<file path="config.mk">
export PLATFORM = sky130hd
export DESIGN_NAME = clk_freq_meter
export DESIGN_NICKNAME = d
export VERILOG_FILES = /design/src/rtl/freq_meter_pkg.sv /design/src/rtl/sync_rise_det.sv /design/src/rtl/clk_freq_meter.sv
export SDC_FILE = /design/constraint.sdc
export NUM_CORES = 1
export LEC_CHECK = 0
export BUFFER_PORTS_ARGS = -buffer_cell sky130_fd_sc_hd__buf_2
export CORE_UTILIZATION = 58
export DETAILED_ROUTE_END_ITERATION = 8
export PLACE_DENSITY = 0.88
export SLEW_MARGIN = 20
export SYNTH_ARGS = -nofsm -noshare
export SYNTH_HDL_FRONTEND = slang
export SYNTH_SLANG_ARGS = --single-unit
</file>
<file path="constraint.sdc">
create_clock -name clk -period 2.3 [get_ports clk]
set_clock_uncertainty 0.15 [all_clocks]
set_input_delay 0.46 -clock clk [delete_from_list [all_inputs] [get_ports clk]]
set_output_delay 0.46 -clock clk [all_outputs]
set_load 0.03 [all_outputs]
</file>
<file path="src/rtl/freq_meter_pkg.sv">
// rtl/freq_meter_pkg.sv - shared types, defaults and width helper for the clock frequency meter
package freq_meter_pkg;

  typedef enum logic [1:0] {
    ST_IDLE    = 2'd0,
    ST_ARM     = 2'd1,
    ST_MEASURE = 2'd2,
    ST_DONE    = 2'd3
  } meter_state_e;

  localparam int unsigned DEF_GATE_CYCLES = 64;
  localparam int unsigned DEF_CNT_W       = 16;
  localparam int unsigned DEF_SYNC_STAGES = 2;

  // Wide enough to hold the value GATE_CYCLES itself.
  function automatic int unsigned gate_cnt_w(input int unsigned gate_cycles);
    return $clog2(gate_cycles + 1);
  endfunction

endpackage

</file>
<file path="src/rtl/sync_rise_det.sv">
// rtl/sync_rise_det.sv - multi-stage synchronizer with single-cycle rising-edge detect
module sync_rise_det #(
  parameter int unsigned SYNC_STAGES = 2
) (
  input  logic clk_i,
  input  logic rst_i,
  input  logic d_i,
  output logic rise_o
);

  logic [SYNC_STAGES-1:0] sync_q;
  logic                   prev_q;

  always_ff @(posedge clk_i or posedge rst_i) begin
    if (rst_i) begin
      sync_q <= '0;
      prev_q <= 1'b0;
    end else begin
      sync_q <= {sync_q[SYNC_STAGES-2:0], d_i};
      prev_q <= sync_q[SYNC_STAGES-1];
    end
  end

  assign rise_o = sync_q[SYNC_STAGES-1] & ~prev_q;

endmodule

</file>
<file path="src/rtl/clk_freq_meter.sv">
// rtl/clk_freq_meter.sv - counts rising edges of a divided clock over a fixed gate window
module clk_freq_meter
  import freq_meter_pkg::*;
#(
  parameter int unsigned GATE_CYCLES = DEF_GATE_CYCLES,
  parameter int unsigned CNT_W       = DEF_CNT_W,
  parameter int unsigned SYNC_STAGES = DEF_SYNC_STAGES
) (
  input  logic             clk,
  input  logic             rst,
  input  logic             div_clk_in,
  input  logic             start,
  input  logic             continuous,
  output logic             busy,
  output logic [CNT_W-1:0] count,
  output logic             count_valid,
  output logic             overflow
);

  localparam int unsigned         GATE_W    = gate_cnt_w(GATE_CYCLES);
  localparam logic [GATE_W-1:0]   GATE_LAST = GATE_W'(GATE_CYCLES - 1);
  localparam logic [CNT_W-1:0]    CNT_MAX   = '1;

  meter_state_e      state_q, state_d;
  logic [GATE_W-1:0] gate_q, gate_d;
  logic [CNT_W-1:0]  edge_q, edge_d;
  logic              ovf_q, ovf_d;
  logic [CNT_W-1:0]  count_q, count_d;
  logic              overflow_q, overflow_d;
  logic              rise;

  sync_rise_det #(
    .SYNC_STAGES (SYNC_STAGES)
  ) u_sync (
    .clk_i  (clk),
    .rst_i  (rst),
    .d_i    (div_clk_in),
    .rise_o (rise)
  );

  always_ff @(posedge clk or posedge rst) begin
    if (rst) begin
      state_q    <= ST_IDLE;
      gate_q     <= '0;
      edge_q     <= '0;
      ovf_q      <= 1'b0;
      count_q    <= '0;
      overflow_q <= 1'b0;
    end else begin
      state_q    <= state_d;
      gate_q     <= gate_d;
      edge_q     <= edge_d;
      ovf_q      <= ovf_d;
      count_q    <= count_d;
      overflow_q <= overflow_d;
    end
  end

  always_comb begin
    state_d    = state_q;
    gate_d     = gate_q;
    edge_d     = edge_q;
    ovf_d      = ovf_q;
    count_d    = count_q;
    overflow_d = overflow_q;
    unique case (state_q)
      ST_IDLE: begin
        if (start) state_d = ST_ARM;
      end
      ST_ARM: begin
        gate_d  = '0;
        edge_d  = '0;
        ovf_d   = 1'b0;
        state_d = ST_MEASURE;
      end
      ST_MEASURE: begin
        gate_d = gate_q + GATE_W'(1);
        if (rise) begin
          if (edge_q == CNT_MAX) ovf_d = 1'b1;
          else                   edge_d = edge_q + CNT_W'(1);
        end
        // Result registers load on entry to DONE so they are already valid during the strobe.
        if (gate_q == GATE_LAST) begin
          state_d    = ST_DONE;
          count_d    = edge_d;
          overflow_d = ovf_d;
        end
      end
      ST_DONE: begin
        state_d = continuous ? ST_ARM : ST_IDLE;
      end
      default: state_d = ST_IDLE;
    endcase
  end

  assign busy        = (state_q != ST_IDLE);
  assign count_valid = (state_q == ST_DONE);
  assign count       = count_q;
  assign overflow    = overflow_q;

endmodule

</file>
==> results.yml, run 1 <==
critical_path:
  slowest_stage: "nor4_1"
  path_class: "register to register"
  critical_path.max_fanout: 10
  worstPathArrival_ns: 2.28
  crit_path_end_kind: "register"
  path_delay_family: "simple AND/OR/NAND/NOR gates"
  ff2ff_setup_slack_ns: 0.06
  start_kind: "register"
  max_stage_delay_ns: 0.43
  critical_path_buf_inv_count: 1
  worst_ep_required_time_ns: 2.34
  cp_cell_sequence: "ha_1 -> nand4_4 -> nor4_1 -> buf_4 -> nand4_1 -> o21ai_0 -> a21oi_1"
synth:
  synth_fp_nets: 271
  yosys.area_share.xor_xnor_pct: 3.227
  yosys_register_bits: 46
  synthAdderAreaFrac_pct: 3.074
  syn-instance-count: 260
  synthMuxAreaShare_pct: 0.4098
  ys_warn_count: 0
  syn_area_sq_um: 2442
  synth_top_family_by_area: "simple AND/OR/NAND/NOR gates"
  ys_dominant_reg_cell: "dfrtp_1"
  async_reset_ff_share_pct: 100.0
  synth-simple-area-share_pct: 21.93
  postSynthAreaPerCell_sq_um: 9.394
  ys_seq_area_share_pct: 47.13
  synth_compound_area_share_pct: 18.85
  synthDistinctLibCells: 49
  synth_edf_count: 0
timing:
  finalMaxSlewViolations: 0
  worst_pin_slew_ns: 0.7611
  fin_tns_setup_ns: 0
  clock.fmax_mhz: 447.1
  hold_viol: 0
  rsz0062_at_grt: "true"
  period_needed_ns: 2.236
  slew_headroom_pct: 48.94
  setup_violations: 0
  period_share_pct: 97.24
pwr:
  powerDensity_nw_per_um2: 597.0
  ir_worst_vdd_mv: 0.4078
  leakage_nw: 1.326
job:
  maxCapViolCount: 0
place:
  dpl.hpwl_mm: 3.615
  place_congestion: 0.8781
  io_buffers: 23
  post_dp_cell_area_sq_um: 2640
final_layout:
  final_cell_mix: "dfrtp_1 (46), nand2_1 (36), buf_2 (23)"
  nets: 301
  stdcell_area_sq_um: 2754
  layout-drive-gt1-share_pct: 21.31
  num-fill-cells: 329
  seqCellArea_sq_um: 1151
  final_common_cell: "dfrtp_1"
  multi_input_area_sq_um: 1165
  area_growth_pct: 12.76
  diodes: 0
cts:
  ctsHtreeMaxLevel: 2
  cts_buffers: 5
  clock_latency_ns: 0.30
  cts_sinks: 46
  hold_buffers: 0
  cts_tree: "built"
  clk_path_buf_depth: 2
  root_buffer: "clkbuf_8"
  path_clk_slew_ns: 0.08
  cts_setup_buffers: 0
  post_cts_resized: 0
floorplan:
  die_x_um: 66.89
  die_area_sq_um: 4474
  start_util_pct: 60.62
  io_pins: 24
  num_rows: 23
  die_h_um: 66.89
  core-area_sq_um: 4029
detailed_routing:
  totalWireLength_mm: 5.183
  drc: 0
  dr_total_vias: 2054
  dr.pass1.iters: 4
  ant_nets: 0
  vias_per_cell: 6.023
  wl_per_cell_um: 15.20
  drt_iter0_markers: 274
grt:
  grt_max_degree: 27
  grt_overflow_total: 0
  first_global_vias: 1967
  grt_pass1_wl_mm: 9.018
  antenna_found_initial: 0
  grt_usage_pct: 27.70
status:
  outcome: "completed"
worst_hold_path:
  hold_path.class: "input pin to async pin"
worst reg2reg max path, delay by kind of cell (launching register included):
| family | cells | cell delay [ns] |
|---|---|---|
| flip-flops | 1 | 0.42 |
| adder cells (fa/ha/maj) | 1 | 0.30 |
| AO/OA/AOI/OAI | 2 | 0.28 |
| buffers and inverters | 1 | 0.24 |
| AND/OR/NAND/NOR | 3 | 0.74 |
stage by stage:
stage | std cells | worst slack [ns] | hold WS (ns) | total power [mW] | utilization, %
6_report | 341 | 0.06359 | 0.03405 | 1.644 | 68.35
3_3_place_gp | 333 | 0.2083 | 0.1852 | 1.054 | 65.53
5_1_grt | 341 | -0.04636 | 0.08544 | 1.713 | 68.35
4_1_cts | 341 | 0.1027 | 0.06746 | 1.654 | 68.23
2_1_floorplan | 260 | 0.2983 | 0.1812 | 1.033 | -
3_5_place_dp | 333 | 0.1288 | 0.1957 | 1.067 | 65.53
power breakdown:
part | switching (mW) | total [mW] | internal [mW]
clock | 0.272 | 0.592 | 0.320
combinational | 0.0865 | 0.151 | 0.0648
sequential | 0.0584 | 0.901 | 0.843
total | 0.417 | 1.64 | 1.23
kinds of logic after synthesis:
| kind of cell | Yosys count |
|---|---|
| fa+ha+maj | 6 |
| compound gates | 70 |
| flops | 46 |
| mux | 1 |
| buf+inv | 23 |
| xor+xnor | 9 |
| simple gates | 105 |
layout make-up:
class                           instances  share of cell area [%]
Clock buffer                            5                   2.499
Clock inverter                          3                   1.454
Inverter                                9                   1.227
Multi-Input combinational cell        191                   42.30
Sequential cell                        46                   41.80
Tap cell                               50                   2.272
Timing Repair Buffer                   37                   8.451
metal layers:
layer	part of all wire (%)	track usage (%)	vias to the layer above
met5	0	0	-
met4	3.4	14.63	0
met3	4.3	5.308	17
met2	49	44.19	64
met1	43	35.26	975
li1	-	-	998
flip-flops by register name, indices dropped and copies added, names as in the netlist:
signal / flops
count: 16
edge_q: 16
gate_q: 7
overflow: 1
ovf_q: 1
state_q: 2
u_sync.prev_q: 1
u_sync.sync_q: 2
final timing paths:
check	cells after the start	endpoint	startpoint
max reg2reg	7	edge_q[14]	edge_q[1]
min	2	u_sync.sync_q[0]	rst
max in group asynchronous	3	count[13]	rst
max	7	edge_q[14]	edge_q[1]
min in group clk	1	u_sync.sync_q[0]	div_clk_in
min reg2reg	0	u_sync.sync_q[1]	u_sync.sync_q[0]
synthesized netlist by cell type, types with 2 or more instances:
cell,number,area [sq um]
nor3_1,9,45.04
a21o_1,3,22.52
nor4_1,2,12.51
o311ai_0,5,43.79
xor2_1,9,78.83
o31ai_1,3,22.52
a31oi_1,6,37.54
o2bb2ai_1,2,17.52
and3_2,4,30.03
nor2_1,16,60.06
and3_1,3,18.77
nand3_1,19,95.09
dfrtp_1,46,1151
clkbuf_8,2,27.53
nand2_1,36,135.1
clkbuf_1,7,26.28
or3_1,2,12.51
ha_1,6,75.07
buf_2,2,10.01
inv_1,9,33.78
buf_6,3,33.78
a21oi_1,14,70.07
nand3_2,2,20.02
o21ai_0,22,110.1
nand4_1,4,25.02
No activity file was read; power rests on OpenSTA's default activity.
==> inputs of run 2 (changes only) <==
- REMOVE_ABC_BUFFERS: unset -> 1
==> results.yml, run 2 (synthesis gave the netlist of run 1 again) <==
status:
  outcome: "completed"
timing:
  worst_pin_slew_ns: 0.5800
  period_needed_ns: 2.166
  fin_tns_setup_ns: 0
  hold_viol: 0
  finalMaxSlewViolations: 0
  clock.fmax_mhz: 461.8
  rsz0062_at_grt: "false"
  period_share_pct: 94.16
  setup_violations: 0
  slew_headroom_pct: 61.33
worst_hold_path:
  worstHoldEndpoint: "u_sync.sync_q[0]"
  hold_path.class: "input pin to register"
  min_path_cells: 1
  hp-start: "div_clk_in"
place:
  dpl.hpwl_mm: 3.570
  place_congestion: 0.8835
  post_dp_cell_area_sq_um: 2635
  io_buffers: 23
final_layout:
  fin_util_pct: 67.86
  area_growth_pct: 11.94
  final_cell_mix: "dfrtp_1 (46), nand2_1 (36), buf_2 (23)"
  diodes: 0
  layout-drive-gt1-share_pct: 21.31
  stdcell_area_sq_um: 2734
  final_common_cell: "dfrtp_1"
  nets: 302
critical_path:
  cp_cell_sequence: "ha_1 -> nand4_4 -> or3_1 -> o21ai_0 -> xor2_1 -> o21ai_0"
  max_stage_delay_ns: 0.41
  start_kind: "register"
  ff2ff_setup_slack_ns: 0.13
  path_class: "register to register"
  critical_path_buf_inv_count: 0
  path_delay_family: "simple AND/OR/NAND/NOR gates"
  worst-r2r-cell-count: 6
  slowest_stage: "dfrtp_1"
  worst_ep_required_time_ns: 2.31
  rr_startpoint: "edge_q[1]"
  path_common_cell: "o21ai_0"
  timing.rr.end: "count[5]"
  worstPathArrival_ns: 2.18
  critical_path.max_fanout: 5
  crit_path_end_kind: "register"
floorplan:
  die_x_um: 66.89
  die_h_um: 66.89
  die_area_sq_um: 4474
  io_pins: 24
  core-area_sq_um: 4029
  num_rows: 23
  start_util_pct: 60.62
detailed_routing:
  drt_iter0_markers: 158
  dr_total_vias: 2058
  ant_nets: 0
  vias_per_cell: 6.035
  wl_per_cell_um: 15.07
  dr.pass1.iters: 4
  totalWireLength_mm: 5.139
  drc: 0
pwr:
  power_frac_comb_pct: 9.6
  p_sw_share_pct: 26.15
  intPower_mw: 1.114
  switching_power_mw: 0.3945
  leakage_nw: 1.322
  p_seq_share_pct: 59.8
  powerDensity_nw_per_um2: 551.8
  ir_worst_vdd_mv: 0.3446
  power.share.clock_pct: 30.6
grt:
  grt_pass1_wl_mm: 8.914
  grt_overflow_total: 0
  antenna_found_initial: 0
  grt_usage_pct: 26.77
  grt_max_degree: 47
  first_global_vias: 1980
cts:
  cts_buffers: 5
  root_buffer: "clkbuf_8"
  hold_buffers: 0
  ctsHtreeMaxLevel: 2
  cts_sinks: 46
  cts_tree: "built"
  path_clk_slew_ns: 0.07
  clk_path_buf_depth: 2
  clock_latency_ns: 0.30
job:
  maxCapViolCount: 0
-- run 2: worst max path at each step --
stage,start,depth (start not counted),to,slack (ns)
floorplan,edge_q[0],6,edge_q[13],-0.31
global placement,edge_q[1],6,count[3],0.27
detailed placement,edge_q[1],6,edge_q[13],0.12
CTS,edge_q[1],6,edge_q[13],0.12
global route,edge_q[1],6,count[3],0.0009
finish,edge_q[1],6,count[5],0.13
-- run 2: cell type report --
| class | count | area [sq um] |
|---|---|---|
| clock buffers | 7 | 76.32 |
| fillers | 350 | 1295 |
| inverters | 9 | 33.78 |
| multi-input cells | 191 | 1182 |
| flip-flops and latches | 46 | 1151 |
| well taps | 50 | 62.56 |
| repair buffers | 38 | 227.7 |
-- run 2: worst reg2reg max path: cells and delay by family, from the launching register on --
family / cells / cell delay, ns
adder cells (fa/ha/maj): 1 / 0.30
AO/OA/AOI/OAI: 2 / 0.46
flip-flops: 1 / 0.41
AND/OR/NAND/NOR: 2 / 0.56
XOR/XNOR: 1 / 0.17
-- run 2: timing repair --
action,4_1_cts,5_1_grt
setup endpoints to repair,0,4
hold endpoints to repair,0,0
buffers inserted,0,0
gates resized for setup,0,4
-- run 2: through the flow --
stage                     cells  total power [mW]  hold slack, ns  worst slack (ns)
after global placement      334             1.049          0.1817            0.2668
final                       341             1.509          0.1182            0.1344
after global routing        341             1.571          0.1130         0.0009177
after CTS                   341             1.516          0.1119            0.1177
after detailed placement    334             1.060          0.1865            0.1222
after floorplan             246             1.013          0.1812           -0.3135
-- run 2: metal layers --
| layer | track usage, % | vias up | part of all wire [%] | wire length (um) |
|---|---|---|---|---|
| met2 | 43.94 | 52 | 50 | 2569 |
| li1 | - | 995 | - | - |
| met5 | 0 | - | 0 | 0 |
| met4 | 10.90 | 0 | 1.7 | 89 |
| met1 | 35.01 | 998 | 45 | 2308 |
| met3 | 4.110 | 13 | 3.3 | 171 |
-- run 2: power groups by stage --
stage / clock, mW / combinational, mW / sequential (mW)
finish: 0.461 / 0.145 / 0.903
global route: 0.500 / 0.162 / 0.909
CTS: 0.470 / 0.144 / 0.901
detailed placement: 0 / 0.144 / 0.917
global placement: 0 / 0.137 / 0.912
floorplan: 0 / 0.105 / 0.908
==> inputs of run 3 (changes only) <==
- HOLD_SLACK_MARGIN: unset -> 0.15
==> results.yml, run 3 (synthesis gave the netlist of run 1 again) <==
critical_path:
  critPathCapture: "count[3]"
  worst_ep_required_time_ns: 2.31
  crit_path_end_kind: "register"
  worstPathArrival_ns: 2.18
  critical_path.max_fanout: 5
  crit_start: "edge_q[1]"
  start_kind: "register"
  rr_startpoint: "edge_q[1]"
  path_class: "register to register"
  ff2ff_setup_slack_ns: 0.13
  worst-r2r-cell-count: 6
  timing.rr.end: "count[3]"
timing:
  setup_violations: 0
  clock.fmax_mhz: 461.1
  period_needed_ns: 2.169
  finalMaxSlewViolations: 0
  hold_viol: 0
  period_share_pct: 94.30
  slew_headroom_pct: 61.38
  rsz0062_at_grt: "false"
  fin_tns_setup_ns: 0
  worst_pin_slew_ns: 0.5794
pwr:
  p_seq_share_pct: 59.7
  switching_power_mw: 0.3949
  leakage_nw: 1.326
  powerDensity_nw_per_um2: 550.4
  power_frac_comb_pct: 9.7
  ir_worst_vdd_mv: 0.3456
  p_sw_share_pct: 26.15
  intPower_mw: 1.115
  power.share.clock_pct: 30.6
grt:
  grt_max_degree: 47
  first_global_vias: 1980
  grt_usage_pct: 26.77
  antenna_found_initial: 0
  grt_pass1_wl_mm: 8.914
  grt_overflow_total: 0
floorplan:
  die_h_um: 66.89
  io_pins: 24
  die_area_sq_um: 4474
  core-area_sq_um: 4029
  die_x_um: 66.89
  start_util_pct: 60.62
  num_rows: 23
final_layout:
  nets: 303
  area_growth_pct: 12.35
  fin_util_pct: 68.11
  instances_no_fill: 342
  layout-drive-gt1-share_pct: 21.23
  final_common_cell: "dfrtp_1"
  final_cell_mix: "dfrtp_1 (46), nand2_1 (36), buf_2 (23)"
  diodes: 0
  num-fill-cells: 349
detailed_routing:
  wl_met3_um: 214
  drc: 0
  dr.pass1.iters: 4
  wl_per_cell_um: 15.02
  m1WireLength_mm: 2.257
  met2WireLength_mm: 2.571
  totalWireLength_mm: 5.137
  ant_nets: 0
  routed.top_layer: "met4"
  drt_iter0_markers: 160
  vias_per_cell: 6.067
  dr_total_vias: 2075
status:
  outcome: "completed"
cts:
  ctsHtreeMaxLevel: 2
  path_clk_slew_ns: 0.07
  cts_tree: "built"
  clk_path_buf_depth: 2
  root_buffer: "clkbuf_8"
  clock_latency_ns: 0.30
  cts_sinks: 46
  cts_buffers: 5
worst_hold_path:
  hold_path.class: "input pin to async pin"
place:
  dp_cells: 334
  io_buffers: 23
  place_congestion: 0.8835
  dpl.hpwl_mm: 3.570
job:
  maxCapViolCount: 0
[run 3: final cells by class]
| cell class | count | area, sq um | area share (%) |
|---|---|---|---|
| multi-input combinational | 191 | 1182 | 43.09 |
| sequential | 46 | 1151 | 41.95 |
| timing repair buffer | 39 | 237.7 | 8.664 |
| clock buffer | 7 | 76.32 | 2.782 |
| tap | 50 | 62.56 | 2.280 |
| inverter | 9 | 33.78 | 1.231 |
[run 3: critical path, cell delays in order (launching register included)]
cell and delay, ns:
dfrtp_1 0.41, ha_1 0.29, nand4_4 0.15, or3_1 0.42, o21ai_0 0.33, xor2_1 0.19
o21ai_0 0.10
[run 3: power groups by stage]
stage	Combinational (mW)	Sequential (mW)	Clock, mW
6_report	0.146	0.902	0.462
5_1_grt	0.164	0.909	0.500
4_1_cts	0.146	0.901	0.470
3_5_place_dp	0.144	0.917	0
3_3_place_gp	0.137	0.912	0
2_1_floorplan	0.105	0.908	0
[run 3: routing by layer]
layer | GRT usage (%) | vias to the layer above
li1 | - | 998
met1 | 35.01 | 996
met2 | 43.94 | 68
met3 | 4.110 | 13
met4 | 10.90 | 0
met5 | 0 | -
[run 3: worst min-delay path by stage]
stage / startpoint / endpoint / slack [ns] / cells after the start
finish: rst / u_sync.sync_q[0] / 0.16 / 3
global route: rst / u_sync.sync_q[0] / 0.20 / 3
CTS: rst / u_sync.sync_q[0] / 0.17 / 3
detailed placement: u_sync.sync_q[0] / u_sync.sync_q[1] / 0.19 / 0
global placement: u_sync.sync_q[0] / u_sync.sync_q[1] / 0.18 / 0
floorplan: u_sync.sync_q[0] / u_sync.sync_q[1] / 0.18 / 0
[run 3: what timing repair did]
action	in CTS	in global routing
hold endpoints to repair	1	0
gates resized for setup	0	4
setup buffers	0	0
hold buffers	1	0
endpoints found under the setup margin	0	4
[run 3: per-stage QoR]
stage               instance area [sq um]  hold slack, ns  worst slack, ns  power (mW)
global placement                     2635          0.1817           0.2668       1.049
global route                         2744          0.1987        0.0009177       1.572
detailed placement                   2635          0.1865           0.1222       1.060
floorplan                            2345          0.1812          -0.3135       1.013
CTS                                  2721          0.1739           0.1177       1.517
finish                               2744          0.1579           0.1312       1.510
